===== config.mk =====
export PLATFORM = sky130hd
export DESIGN_NAME = fetch_unit
export DESIGN_NICKNAME = d
export VERILOG_FILES = /design/src/rtl/fetch_unit.sv
export SDC_FILE = /design/constraint.sdc
export NUM_CORES = 1
export LEC_CHECK = 0
export BUFFER_PORTS_ARGS = -buffer_cell sky130_fd_sc_hd__buf_2
export CAP_MARGIN = 0
export CORE_ASPECT_RATIO = 0.7
export CORE_MARGIN = 3
export CORE_UTILIZATION = 50
export DETAILED_ROUTE_END_ITERATION = 10
export PLACE_DENSITY = 0.74
export SLEW_MARGIN = 25
export SYNTH_ARGS = -nofsm -noshare
export SYNTH_HDL_FRONTEND = slang
export SYNTH_SLANG_ARGS = --single-unit

===== constraint.sdc =====
create_clock -name clk -period 14.4 [get_ports clk]
set_clock_uncertainty 0.05 [all_clocks]
set_input_delay 2.16 -clock clk [delete_from_list [all_inputs] [get_ports clk]]
set_output_delay 2.16 -clock clk [all_outputs]
set_load 0.01 [all_outputs]

===== src/rtl/fetch_unit.sv =====
// fetch_unit: instruction fetch sequencer in front of a combinational-read
// instruction memory. It owns the fetch PC, buffers fetched {pc, instr}
// pairs in a small prefetch FIFO, and hands them to decode over a
// valid/ready handshake. PC redirects flush the FIFO and restart fetching.
module fetch_unit #(
  parameter logic [31:0] RESET_PC = 32'h0000_0000,
  parameter int unsigned DEPTH    = 2
) (
  input  logic        clk,
  input  logic        reset,
  output logic [31:0] imem_addr,
  input  logic [31:0] imem_instr,
  input  logic        redirect_valid,
  input  logic [31:0] redirect_pc,
  input  logic        halt,
  output logic        out_valid,
  input  logic        out_ready,
  output logic [31:0] out_instr,
  output logic [31:0] out_pc
);

  localparam int unsigned AW = $clog2(DEPTH);
  localparam int unsigned CW = $clog2(DEPTH + 1);

  typedef enum logic {FETCH = 1'b0, HALTED = 1'b1} state_t;

  state_t        state_reg, state_next;
  logic [31:0]   fetch_pc_reg, fetch_pc_next;
  logic [AW-1:0] rd_ptr_reg, rd_ptr_next;
  logic [AW-1:0] wr_ptr_reg, wr_ptr_next;
  logic [CW-1:0] count_reg, count_next;
  logic [31:0]   slot_pc    [DEPTH];
  logic [31:0]   slot_instr [DEPTH];
  logic          push, pop, full;

  assign full      = (count_reg == CW'(DEPTH));
  assign out_valid = (count_reg != '0);
  assign pop       = out_valid & out_ready;
  // A simultaneous pop frees a slot, so a full FIFO can still accept a push.
  assign push      = (state_reg == FETCH) & ~halt & ~redirect_valid & (~full | pop);
  assign imem_addr = fetch_pc_reg;

  // Head is forced to zero when empty so decode never sees stale entries.
  assign out_instr = out_valid ? slot_instr[rd_ptr_reg] : '0;
  assign out_pc    = out_valid ? slot_pc[rd_ptr_reg]    : '0;

  // FIFO slots: each entry captures {fetch_pc, imem_instr} when it is the write target.
  genvar gi;
  generate
    for (gi = 0; gi < DEPTH; gi++) begin : g_slot
      logic [31:0] entry_pc_reg;
      logic [31:0] entry_instr_reg;

      // Per-slot capture register.
      always_ff @(posedge clk or posedge reset) begin
        if (reset) begin
          entry_pc_reg    <= '0;
          entry_instr_reg <= '0;
        end else if (push && (wr_ptr_reg == AW'(gi))) begin
          entry_pc_reg    <= fetch_pc_reg;
          entry_instr_reg <= imem_instr;
        end
      end

      assign slot_pc[gi]    = entry_pc_reg;
      assign slot_instr[gi] = entry_instr_reg;
    end
  endgenerate

  // FSM next state: halt wins over fetching, a redirect does not change that.
  always_comb begin
    state_next = state_reg;
    case (state_reg)
      FETCH:   if (halt)  state_next = HALTED;
      HALTED:  if (!halt) state_next = FETCH;
      default: state_next = FETCH;
    endcase
  end

  // Pointer, occupancy and fetch PC updates; redirect flushes and overrides everything.
  always_comb begin
    fetch_pc_next = fetch_pc_reg;
    rd_ptr_next   = rd_ptr_reg;
    wr_ptr_next   = wr_ptr_reg;
    count_next    = count_reg;
    if (redirect_valid) begin
      fetch_pc_next = redirect_pc & 32'hFFFF_FFFC;
      rd_ptr_next   = '0;
      wr_ptr_next   = '0;
      count_next    = '0;
    end else begin
      if (push) begin
        fetch_pc_next = fetch_pc_reg + 32'd4;
        wr_ptr_next   = wr_ptr_reg + AW'(1);
      end
      if (pop) begin
        rd_ptr_next = rd_ptr_reg + AW'(1);
      end
      case ({push, pop})
        2'b10:   count_next = count_reg + CW'(1);
        2'b01:   count_next = count_reg - CW'(1);
        default: count_next = count_reg;
      endcase
    end
  end

  // State register with asynchronous reset.
  always_ff @(posedge clk or posedge reset) begin
    if (reset) begin
      state_reg    <= FETCH;
      fetch_pc_reg <= RESET_PC;
      rd_ptr_reg   <= '0;
      wr_ptr_reg   <= '0;
      count_reg    <= '0;
    end else begin
      state_reg    <= state_next;
      fetch_pc_reg <= fetch_pc_next;
      rd_ptr_reg   <= rd_ptr_next;
      wr_ptr_reg   <= wr_ptr_next;
      count_reg    <= count_next;
    end
  end

endmodule


==> reports/results.ini, run 1 <==
[routing]
first_pass_iters = 7
antenna_left = 0
wl_per_cell_um = 18.18
dr.first_iter.drc_count = 352
wl_um = 18310
wl_met1_um = 8236
route.met2.wl_um = 8709
viasPerCell = 5.666
vias = 5706
met3_length_um = 1191
drc = 0
highest_layer = met4

[critical_path]
cpMaxStageDelayCell = inv_1
crit_path_start_kind = primary input
worstPathRequired_ps = 14640
critPathKind = primary input to flop
slowest_delay_ps = 820
crit_arrival_ps = 5110
cp_max_fo = 40
startpoint = redirect_valid
cp-end-kind = flop
crit_chain = buf_2 > inv_1 > and3_2 > buf_4 > mux2_2
rr_startpoint = state_reg

[synth]
synthSimpleGateAreaFrac = 0.1260
synth_compound_area_frac = 0.04722
ys_ff_latch = 159
synth_top_family_by_area = multiplexers
synthMuxAreaShare = 0.2638
synth_area_um2 = 7685
ys_top_cells_by_area = dfrtp_1 52%, mux2_2 17%, mux2i_1 8.2%
ys_async_sr_fraction = 1.000
synth-xor-area-share = 0.01026
postSynthAreaPerCell_um2 = 11.66
yosysWarnings = 0
syn_inst = 659
synth_common_cells = 159 x dfrtp_1, 115 x mux2_2, 84 x nor2_1
synth_cell_type_count = 50
synthFlopType = dfrtp_1
yosys.area.top_type_share = 0.5177
synthAdderAreaFrac = 0.001628
synth_top_area_cell = dfrtp_1
synth_edf_count = 0
synth.most_common_cell = dfrtp_1
ys_seq_area_frac = 0.5177

[power]
pwr-share-seq = 0.487
leakage_nw = 4.030
internal-power_uw = 921.2
ir_drop_v = 0.00008709
p_clk_frac = 0.333
swShare = 0.2798
switchingPower_uw = 357.9
comb_power_share = 0.180
power_density_nw_per_um2 = 139.4

[sta]
finalCriticalPeriod_ps = 4873
drv_slew = 0
hold_violations = 0
grt_setup_unrepaired = no
fin_setup_tns_ps = 0
clock.fmax_ghz = 0.2052
setup_violations = 0
maxSlewHeadroom = 0.3502
worstMarginPinSlew_ps = 973.6
period_share = 0.3384

[layout]
diodes = 0
multi_input_area_um2 = 3488
fin_cells = 1007
fill_cells = 1188
regArea_um2 = 3983
drive_above_1_share = 0.4039
syn_to_final_growth_pct = 19.44
largest_reg_flops = 64
fin_nets = 869

[clock_tree]
clkSinkCount = 159
cts-resized-gates = 0
insertion_delay_ps = 410
cts-root-buf = clkbuf_16
post_cts_buffers = 0
hold_buffers = 0
cts_tree = done
path_clk_slew_ps = 60
cts_buffers = 17
clockBufferDepth = 2
htreeDepth = 4

[min_path]
min_from = g_slot[0].entry_pc_reg[31]
worstHoldPathType = flop to flop

[floorplanning]
placeableCoreArea_um2 = 14860
fp.dieW_um = 154.2
fp.dieArea_um2 = 16920
row_count = 37
die_h_um = 109.7
pin_count = 166
start_util = 0.5171

[global_routing]
grt_first_pass_wirelength_um = 29220
antenna_found_initial = 0
grt_start_max_net_pins = 88
grt_overflow_total = 0
grt_pass1_vias = 5774
grt.total_usage = 0.2143

[status]
status = completed

[place]
dp.cells = 975
hpwl_um = 12400
io_buffer_count = 159
place.gp.congestion = 0.8777

[job]
cap_violations = 0

-- critical path: cells and delay by family --
family / cells / cell delay (ps)
mux: 1 / 410
simple gates: 1 / 810
buf+inv: 3 / 1680
-- area by class of cell --
type | instances | share of cell area
Timing Repair Buffer | 165 | 0.09419
Inverter | 9 | 0.004226
Sequential cell | 159 | 0.4339
Clock inverter | 14 | 0.01431
Multi-Input combinational cell | 447 | 0.3800
Clock buffer | 18 | 0.04676
Tap cell | 195 | 0.02658
-- through the flow --
stage	hold WS [ps]	cell area (um^2)	power (mW)	setup WS, ps	utilization
final	436.3	9179	1.279	9527	0.6177
after global routing	457.7	9179	1.347	9299	0.6177
after CTS	438.0	9169	1.291	9526	0.6170
after detailed placement	423.9	8608	0.8630	9100	0.5793
after global placement	416.8	8581	0.8389	9125	0.5774
after floorplan	407.4	7696	0.7808	7898	-
-- power by group through the flow --
| stage | Clock [mW] | Combinational [mW] | Sequential, mW |
|---|---|---|---|
| after floorplan | 0 | 0.172 | 0.609 |
| after global placement | 0 | 0.217 | 0.622 |
| after detailed placement | 0 | 0.232 | 0.631 |
| after CTS | 0.435 | 0.233 | 0.623 |
| after global routing | 0.454 | 0.255 | 0.638 |
| final | 0.426 | 0.230 | 0.624 |
-- path summary, 6_finish.rpt --
path,to,slack (ps),cells past startpoint
worst max-delay path,g_slot[1].entry_instr_reg[14],9530,5
worst min-delay path,g_slot[0].entry_pc_reg[31],440,1
worst max register to register,g_slot[1].entry_instr_reg[14],11510,5
worst min register to register,g_slot[0].entry_pc_reg[31],440,1
max in group asynchronous,rd_ptr_reg,11190,3
min in group asynchronous,g_slot[0].entry_instr_reg[13],1800,2
-- cell families after synthesis --
| logic type | Yosys count |
|---|---|
| adder cells (fa/ha/maj) | 1 |
| other | 1 |
| flip-flops | 159 |
| buffers and inverters | 56 |
| AO/OA/AOI/OAI | 56 |
| AND/OR/NAND/NOR | 190 |
| multiplexers | 187 |
| XOR/XNOR | 9 |
-- per-layer routing --
layer	GRT usage	vias to the layer above
met4	0.06112	0
li1	-	2643
met2	0.3465	193
met3	0.05114	18
met1	0.2918	2852
met5	0	-
-- placed cells by master, fill, tap and decap left out, types with 3 or more instances in the layout --
master	netlist	layout
xor2_1	4	4
inv_1	9	8
mux2_1	9	9
nor2b_1	4	4
and2_1	3	3
clkinv_4	0	3
o311ai_0	4	4
o21ai_0	16	16
nor2_1	84	83
nand4_1	13	13
a31oi_1	14	14
clkinvlp_4	0	4
or4_1	13	13
conb_1	1	4
mux2_2	115	115
nor4_1	6	5
dfrtp_1	159	158
clkbuf_16	0	17
xnor2_1	5	5
buf_2	16	159
mux2i_1	63	63
o31ai_1	11	11
nand3_1	19	19
nand2_1	23	23
a21oi_1	4	4
inv_6	0	5
buf_4	4	4
(Power assumes the default switching activity.)
==> inputs of run 2 (changes only) <==
--- a/config.mk
+++ b/config.mk
@@ -9,9 +9,9 @@
 export CAP_MARGIN = 0
 export CORE_ASPECT_RATIO = 0.7
 export CORE_MARGIN = 3
-export CORE_UTILIZATION = 50
+export CORE_UTILIZATION = 49
 export DETAILED_ROUTE_END_ITERATION = 10
-export PLACE_DENSITY = 0.74
+export PLACE_DENSITY = 0.76
 export SLEW_MARGIN = 25
 export SYNTH_ARGS = -nofsm -noshare
 export SYNTH_HDL_FRONTEND = slang
==> constraint.sdc (replaced) <==
create_clock -name clk -period 4.43 [get_ports clk]
set_clock_uncertainty 0.05 [all_clocks]
set_input_delay 0.6645 -clock clk [delete_from_list [all_inputs] [get_ports clk]]
set_output_delay 0.6645 -clock clk [all_outputs]
set_load 0.01 [all_outputs]
==> run 2 against run 1 <==
Compared with the run above:
- sequential share of layout area is 0.094 points lower
- via count grew 0.23%
- combinational power increased to 3.3 times the previous value
- power rose to 3.3 times the previous value
- sequential power rose to 3.3 times the previous value
- wire length grew 2.0%
- hold slack worse by 86 ps
- clock power rose to 3.3 times the previous value
- clock-buffer cell count unchanged
- first-iteration DRC count is 25% higher
- critical path type is now flop to output pin
- highest routed layer unchanged
==> reports/results.ini, run 2 (synthesis gave the netlist of run 1 again) <==
[floorplanning]
placeableCoreArea_um2 = 15000
die_h_um = 110.8
row_count = 37
start_util = 0.5123
pin_count = 166
fp.dieW_um = 155.7
fp.dieArea_um2 = 17250

[clock_tree]
cts-resized-gates = 0
cts_buffers = 17
htreeDepth = 4
path_clk_slew_ps = 60
cts_tree = done
cts-root-buf = clkbuf_16
hold_buffers = 0
post_cts_buffers = 0
clockBufferDepth = 2
insertion_delay_ps = 410
clkSinkCount = 159

[layout]
final_common_cell = buf_2
most-common-layout-cells = 159 x buf_2, 158 x dfrtp_1, 115 x mux2_2, 83 x nor2_1, 63 x mux2i_1
fin_nets = 870
drive_above_1_share = 0.4027
fin_util = 0.6133
syn_to_final_growth_pct = 19.70
largest_reg_flops = 64

[sta]
maxSlewHeadroom = 0.3134
worstMarginPinSlew_ps = 1020
setup_violations = 0
hold_violations = 0
fin_setup_tns_ps = 0
grt_setup_unrepaired = no
drv_slew = 0
finalCriticalPeriod_ps = 3103
clock.fmax_ghz = 0.3222
setup_slack_ps = 1327
period_share = 0.7005

[min_path]
min_from = halt
min_delay_path_depth = 1
min_to = state_reg
worstHoldPathType = primary input to flop

[critical_path]
worstPathRequired_ps = 3720
cp-end-kind = output pin
crit_arrival_ps = 2390
rr_startpoint = state_reg
startpoint = count_reg[0]
critPathKind = flop to output pin
r2r_slack_ps = 1560
rr_endpoint = g_slot[1].entry_pc_reg[30]
r2r_cells = 5
crit_path_start_kind = flop
cp_max_fo = 40

[power]
power_density_nw_per_um2 = 457.1
switchingPower_mw = 1.160
comb_power_share = 0.179
leakage_nw = 4.039
swShare = 0.2758
pwr-share-seq = 0.482
internal-power_mw = 3.045
ir_drop_v = 0.0002444
p_clk_frac = 0.339

[global_routing]
use_met2 = 0.3524
grt_start_max_net_pins = 160
antenna_found_initial = 0
grt_overflow_total = 0
grt_first_pass_wirelength_um = 30660
grt-busiest-layer = met2
grt_use_met3 = 0.05774
grt_pass1_vias = 6004
grt_util_met1 = 0.3036
grt.total_usage = 0.2209

[place]
io_buffer_count = 159
hpwl_um = 12600
place_worst_setup_slack_ps = 1170
place.gp.congestion = 0.8551

[routing]
dr.first_iter.drc_count = 440
wl_um = 18680
vias = 5719
first_pass_iters = 5
viasPerCell = 5.674
wl_per_cell_um = 18.53
drc = 0
antenna_left = 0

[status]
status = completed

[job]
cap_violations = 0

[run 2: cell count changes in the layout (fill, tap and decap cells not counted)]
| cell | previous run | this run |
|---|---|---|
| clkinv_4 | 3 | 1 |
| inv_6 | 5 | 3 |
| buf_12 | 0 | 1 |
| buf_4 | 4 | 5 |
| buf_6 | 1 | 0 |
| bufinv_16 | 1 | 2 |
| clkinv_2 | 2 | 3 |
| clkinvlp_4 | 4 | 5 |
| diode_2 | 0 | 1 |
| nor4_1 | 5 | 6 |
| nor4_2 | 1 | 0 |
[run 2: critical path, stage by stage, from the launching register on]
cell and delay (ps):
dfrtp_1 470, nor2_4 790, buf_4 430, nor2_1 120
buf_2 150
[run 2: final cells by class]
cell class	instances	area (um^2)
fillers	1218	5801
inverters	9	37.54
clock buffers	18	429.2
multi-input cells	447	3482
well taps	195	244.0
repair buffers	166	880.8
diodes	1	2.502
flip-flops and latches	159	3983
clock inverters	13	140.1
[run 2: per-layer routing]
metal	vias to the layer above	part of all wire
li1	2636	-
met1	2878	0.45
met2	184	0.47
met3	21	0.062
met4	0	0.014
met5	-	0
[run 2: worst max path at each step]
stage	to	slack (ps)	cells past startpoint
floorplan	count_reg[0]	1700	1
global placement	g_slot[1].entry_instr_reg[9]	1230	6
detailed placement	g_slot[1].entry_instr_reg[6]	1170	6
CTS	out_pc[13]	1280	4
global route	out_pc[13]	1140	4
finish	out_pc[13]	1330	4
[run 2: power by group through the flow]
stage,combinational (mW),clock [mW],sequential (mW)
4_1_cts,0.765,1.46,2.03
6_report,0.752,1.42,2.03
3_3_place_gp,0.709,0,2.02
3_5_place_dp,0.760,0,2.05
5_1_grt,0.836,1.52,2.08
2_1_floorplan,0.559,0,1.98
[run 2: per-stage QoR]
stage / instance area [um^2] / total power, mW / hold WS [ps] / instances
2_1_floorplan: 7700 / 2.538 / 407.4 / 662
3_3_place_gp: 8600 / 2.731 / 417.3 / 975
3_5_place_dp: 8627 / 2.813 / 425.4 / 976
4_1_cts: 9196 / 4.248 / 329.9 / 1007
5_1_grt: 9196 / 4.439 / 333.1 / 1007
6_report: 9199 / 4.205 / 350.1 / 1008
==> inputs of run 3 (changes only) <==
--- a/config.mk
+++ b/config.mk
@@ -5,13 +5,14 @@
 export SDC_FILE = /design/constraint.sdc
 export NUM_CORES = 1
 export LEC_CHECK = 0
+export ABC_AREA = 1
 export BUFFER_PORTS_ARGS = -buffer_cell sky130_fd_sc_hd__buf_2
 export CAP_MARGIN = 0
 export CORE_ASPECT_RATIO = 0.7
 export CORE_MARGIN = 3
-export CORE_UTILIZATION = 49
+export CORE_UTILIZATION = 50
 export DETAILED_ROUTE_END_ITERATION = 10
-export PLACE_DENSITY = 0.76
+export PLACE_DENSITY = 0.77
 export SLEW_MARGIN = 25
 export SYNTH_ARGS = -nofsm -noshare
 export SYNTH_HDL_FRONTEND = slang
==> constraint.sdc (replaced) <==
create_clock -name clk -period 2.8 [get_ports clk]
set_clock_uncertainty 0.05 [all_clocks]
set_input_delay 0.42 -clock clk [delete_from_list [all_inputs] [get_ports clk]]
set_output_delay 0.42 -clock clk [all_outputs]
set_load 0.01 [all_outputs]
==> run 3 against run 2 <==
Compared with the run above:
- worst setup slack got worse by 930 ps
- wire length increased by 12%
- power increased by 76%
- first-iteration DRC count increased by 39%
- combinational power increased by 130%
- critical path depth increased by 1
- register-to-register slack got worse by 960 ps
- core utilization increased by 1.1 points
- hold slack got worse by 260 ps
- sequential share of layout area decreased by 1.0 points
- non-clock buffer count increased by 6
- largest cell class unchanged
- largest power group unchanged
==> reports/results.ini, run 3 <==
[critical_path]
worstPathRequired_ps = 2330
crit_path_start_kind = flop
critPathKind = flop to output pin
cp_max_fo = 24
cp-end-kind = output pin
crit_arrival_ps = 1930

[power]
power_mw = 7.399
p_clk_frac = 0.338
pwr-share-seq = 0.432
swShare = 0.3225
internal-power_mw = 5.013
leakage_nw = 4.865
comb_power_share = 0.231
switchingPower_mw = 2.386
ir_drop_v = 0.0003786
power_density_nw_per_um2 = 785.5

[place]
io_buffer_count = 159
hpwl_um = 13950
place.gp.congestion = 0.8912
place_worst_setup_slack_ps = 504.3

[sta]
maxSlewHeadroom = 0.5058
worstMarginPinSlew_ps = 741.2
drv_slew = 0
fin_setup_tns_ps = 0
hold_violations = 0
period_share = 0.8583
grt_setup_unrepaired = no
setup_violations = 0
finalCriticalPeriod_ps = 2403
clock.fmax_ghz = 0.4161
setup_slack_ps = 396.8

[synth]
synth_edf_count = 0
syn_inst = 1053
synth_cell_type_count = 29
postSynthAreaPerCell_um2 = 7.523
synth_common_cells = 406 x nand2_1, 159 x dfrtp_1, 107 x o21ai_1
ys_ff_latch = 159
ys_async_sr_fraction = 1.000
yosys.area.top_type_share = 0.5023
ys_seq_area_frac = 0.5023
yosysWarnings = 0
synth_top_area_cell = dfrtp_1
synthFlopType = dfrtp_1
synth.most_common_cell = nand2_1
ys_top_cells_by_area = dfrtp_1 50%, nand2_1 19%, o21ai_1 6.8%
synth_area_um2 = 7921

[clock_tree]
cts-root-buf = clkbuf_16
path_clk_slew_ps = 70
clockBufferDepth = 2
cts-resized-gates = 0
insertion_delay_ps = 420
hold_buffers = 0
post_cts_buffers = 0
cts_buffers = 17
cts_tree = done
htreeDepth = 4
clkSinkCount = 159

[global_routing]
grt_util_met1 = 0.3531
grt_first_pass_wirelength_um = 34110
grt_start_max_net_pins = 107
grt.total_usage = 0.2418
grt_use_met3 = 0.06126
antenna_found_initial = 0
grt-busiest-layer = met2
use_met2 = 0.3590
grt_pass1_vias = 6845
grt_overflow_total = 0

[layout]
fin_nets = 1259
syn_to_final_growth_pct = 18.91
largest_reg_flops = 64
drive_above_1_share = 0.1830
diodes = 0
fill_cells = 1372
fin_util = 0.6241
most-common-layout-cells = 406 x nand2_1, 159 x buf_2, 158 x dfrtp_1, 107 x o21ai_1, 98 x inv_1
final_common_cell = nand2_1

[routing]
wl_um = 20940
antenna_left = 0
viasPerCell = 5.215
drc = 0
first_pass_iters = 5
dr.first_iter.drc_count = 610
wl_per_cell_um = 14.99
vias = 7285

[floorplanning]
start_util = 0.5249
die_h_um = 111.3
fp.dieW_um = 156.4
pin_count = 166
placeableCoreArea_um2 = 15090
fp.dieArea_um2 = 17410
row_count = 37

[job]
cap_violations = 0

[min_path]
worstHoldPathType = primary input to flop

[status]
status = completed

## run 3: changes by cell type in the layout (fill, tap and decap cells not counted), sizes merged, moves of 16 or more
cell   delta
nand2   +387
o21ai   +140
mux2    -124
inv      +94
a21oi    +66
mux2i    -63
nor2     -37
nand3    +16
or4      -16
## run 3: cell families after synthesis
family,synth area share
other,0.0004734
DFF,0.5023
buffers and inverters,0.09303
xor gates and xnor gates,0.005528
AOI/OAI and AO/OA,0.1508
adders and majority gates,0.001579
and+or+nand+nor,0.2462
## run 3: worst max-delay path, cell delays in order, from the launching register on
cell and delay, ps:
dfrtp_2 560, inv_2 140, buf_4 290, nand2_1 90
a21oi_1 230, buf_2 180
## run 3: metal layers
| metal | up-vias | routed length [um] |
|---|---|---|
| met1 | 3349 | 9883 |
| met3 | 29 | 1895 |
| met4 | 0 | 364 |
| met2 | 301 | 8793 |
| met5 | - | 0 |
| li1 | 3606 | - |
## run 3: layout make-up
type | instances | area (um^2) | share of cell area
Clock buffer | 18 | 429.2 | 0.04556
Timing Repair Buffer | 172 | 955.9 | 0.1015
Clock inverter | 14 | 202.7 | 0.02152
Inverter | 101 | 385.4 | 0.04091
Tap cell | 195 | 244.0 | 0.02590
Sequential cell | 159 | 3980 | 0.4226
Multi-Input combinational cell | 738 | 3222 | 0.3421
## run 3: stage by stage
step	cells	area (um^2)	hold WS [ps]
6_report	1397	9419	92.51
3_5_place_dp	1365	8787	417.2
5_1_grt	1397	9419	92.00
4_1_cts	1397	9419	82.66
3_3_place_gp	1365	8787	416.0
2_1_floorplan	1056	7936	401.4
## run 3: worst paths after layout
check                                         startpoint                       endpoint  slack [ps]  cells past startpoint
max                                           rd_ptr_reg                     out_pc[11]         400                      5
min                                                 halt                      state_reg          90                      1
max reg2reg                                 count_reg[0]     g_slot[1].entry_pc_reg[22]         600                      7
min reg2reg                g_slot[1].entry_instr_reg[31]  g_slot[1].entry_instr_reg[31]         430                      2
max in group asynchronous                          reset                     rd_ptr_reg        1930                      3
min in group asynchronous                          reset      g_slot[1].entry_pc_reg[5]         170                      3
## run 3: power groups by stage
stage | clock network, mW | registers [mW] | logic (mW)
after detailed placement | 0 | 3.21 | 1.71
after floorplan | 0 | 3.15 | 1.14
after CTS | 2.54 | 3.18 | 1.72
final | 2.50 | 3.19 | 1.71
after global placement | 0 | 3.20 | 1.66
after global routing | 2.62 | 3.26 | 1.95
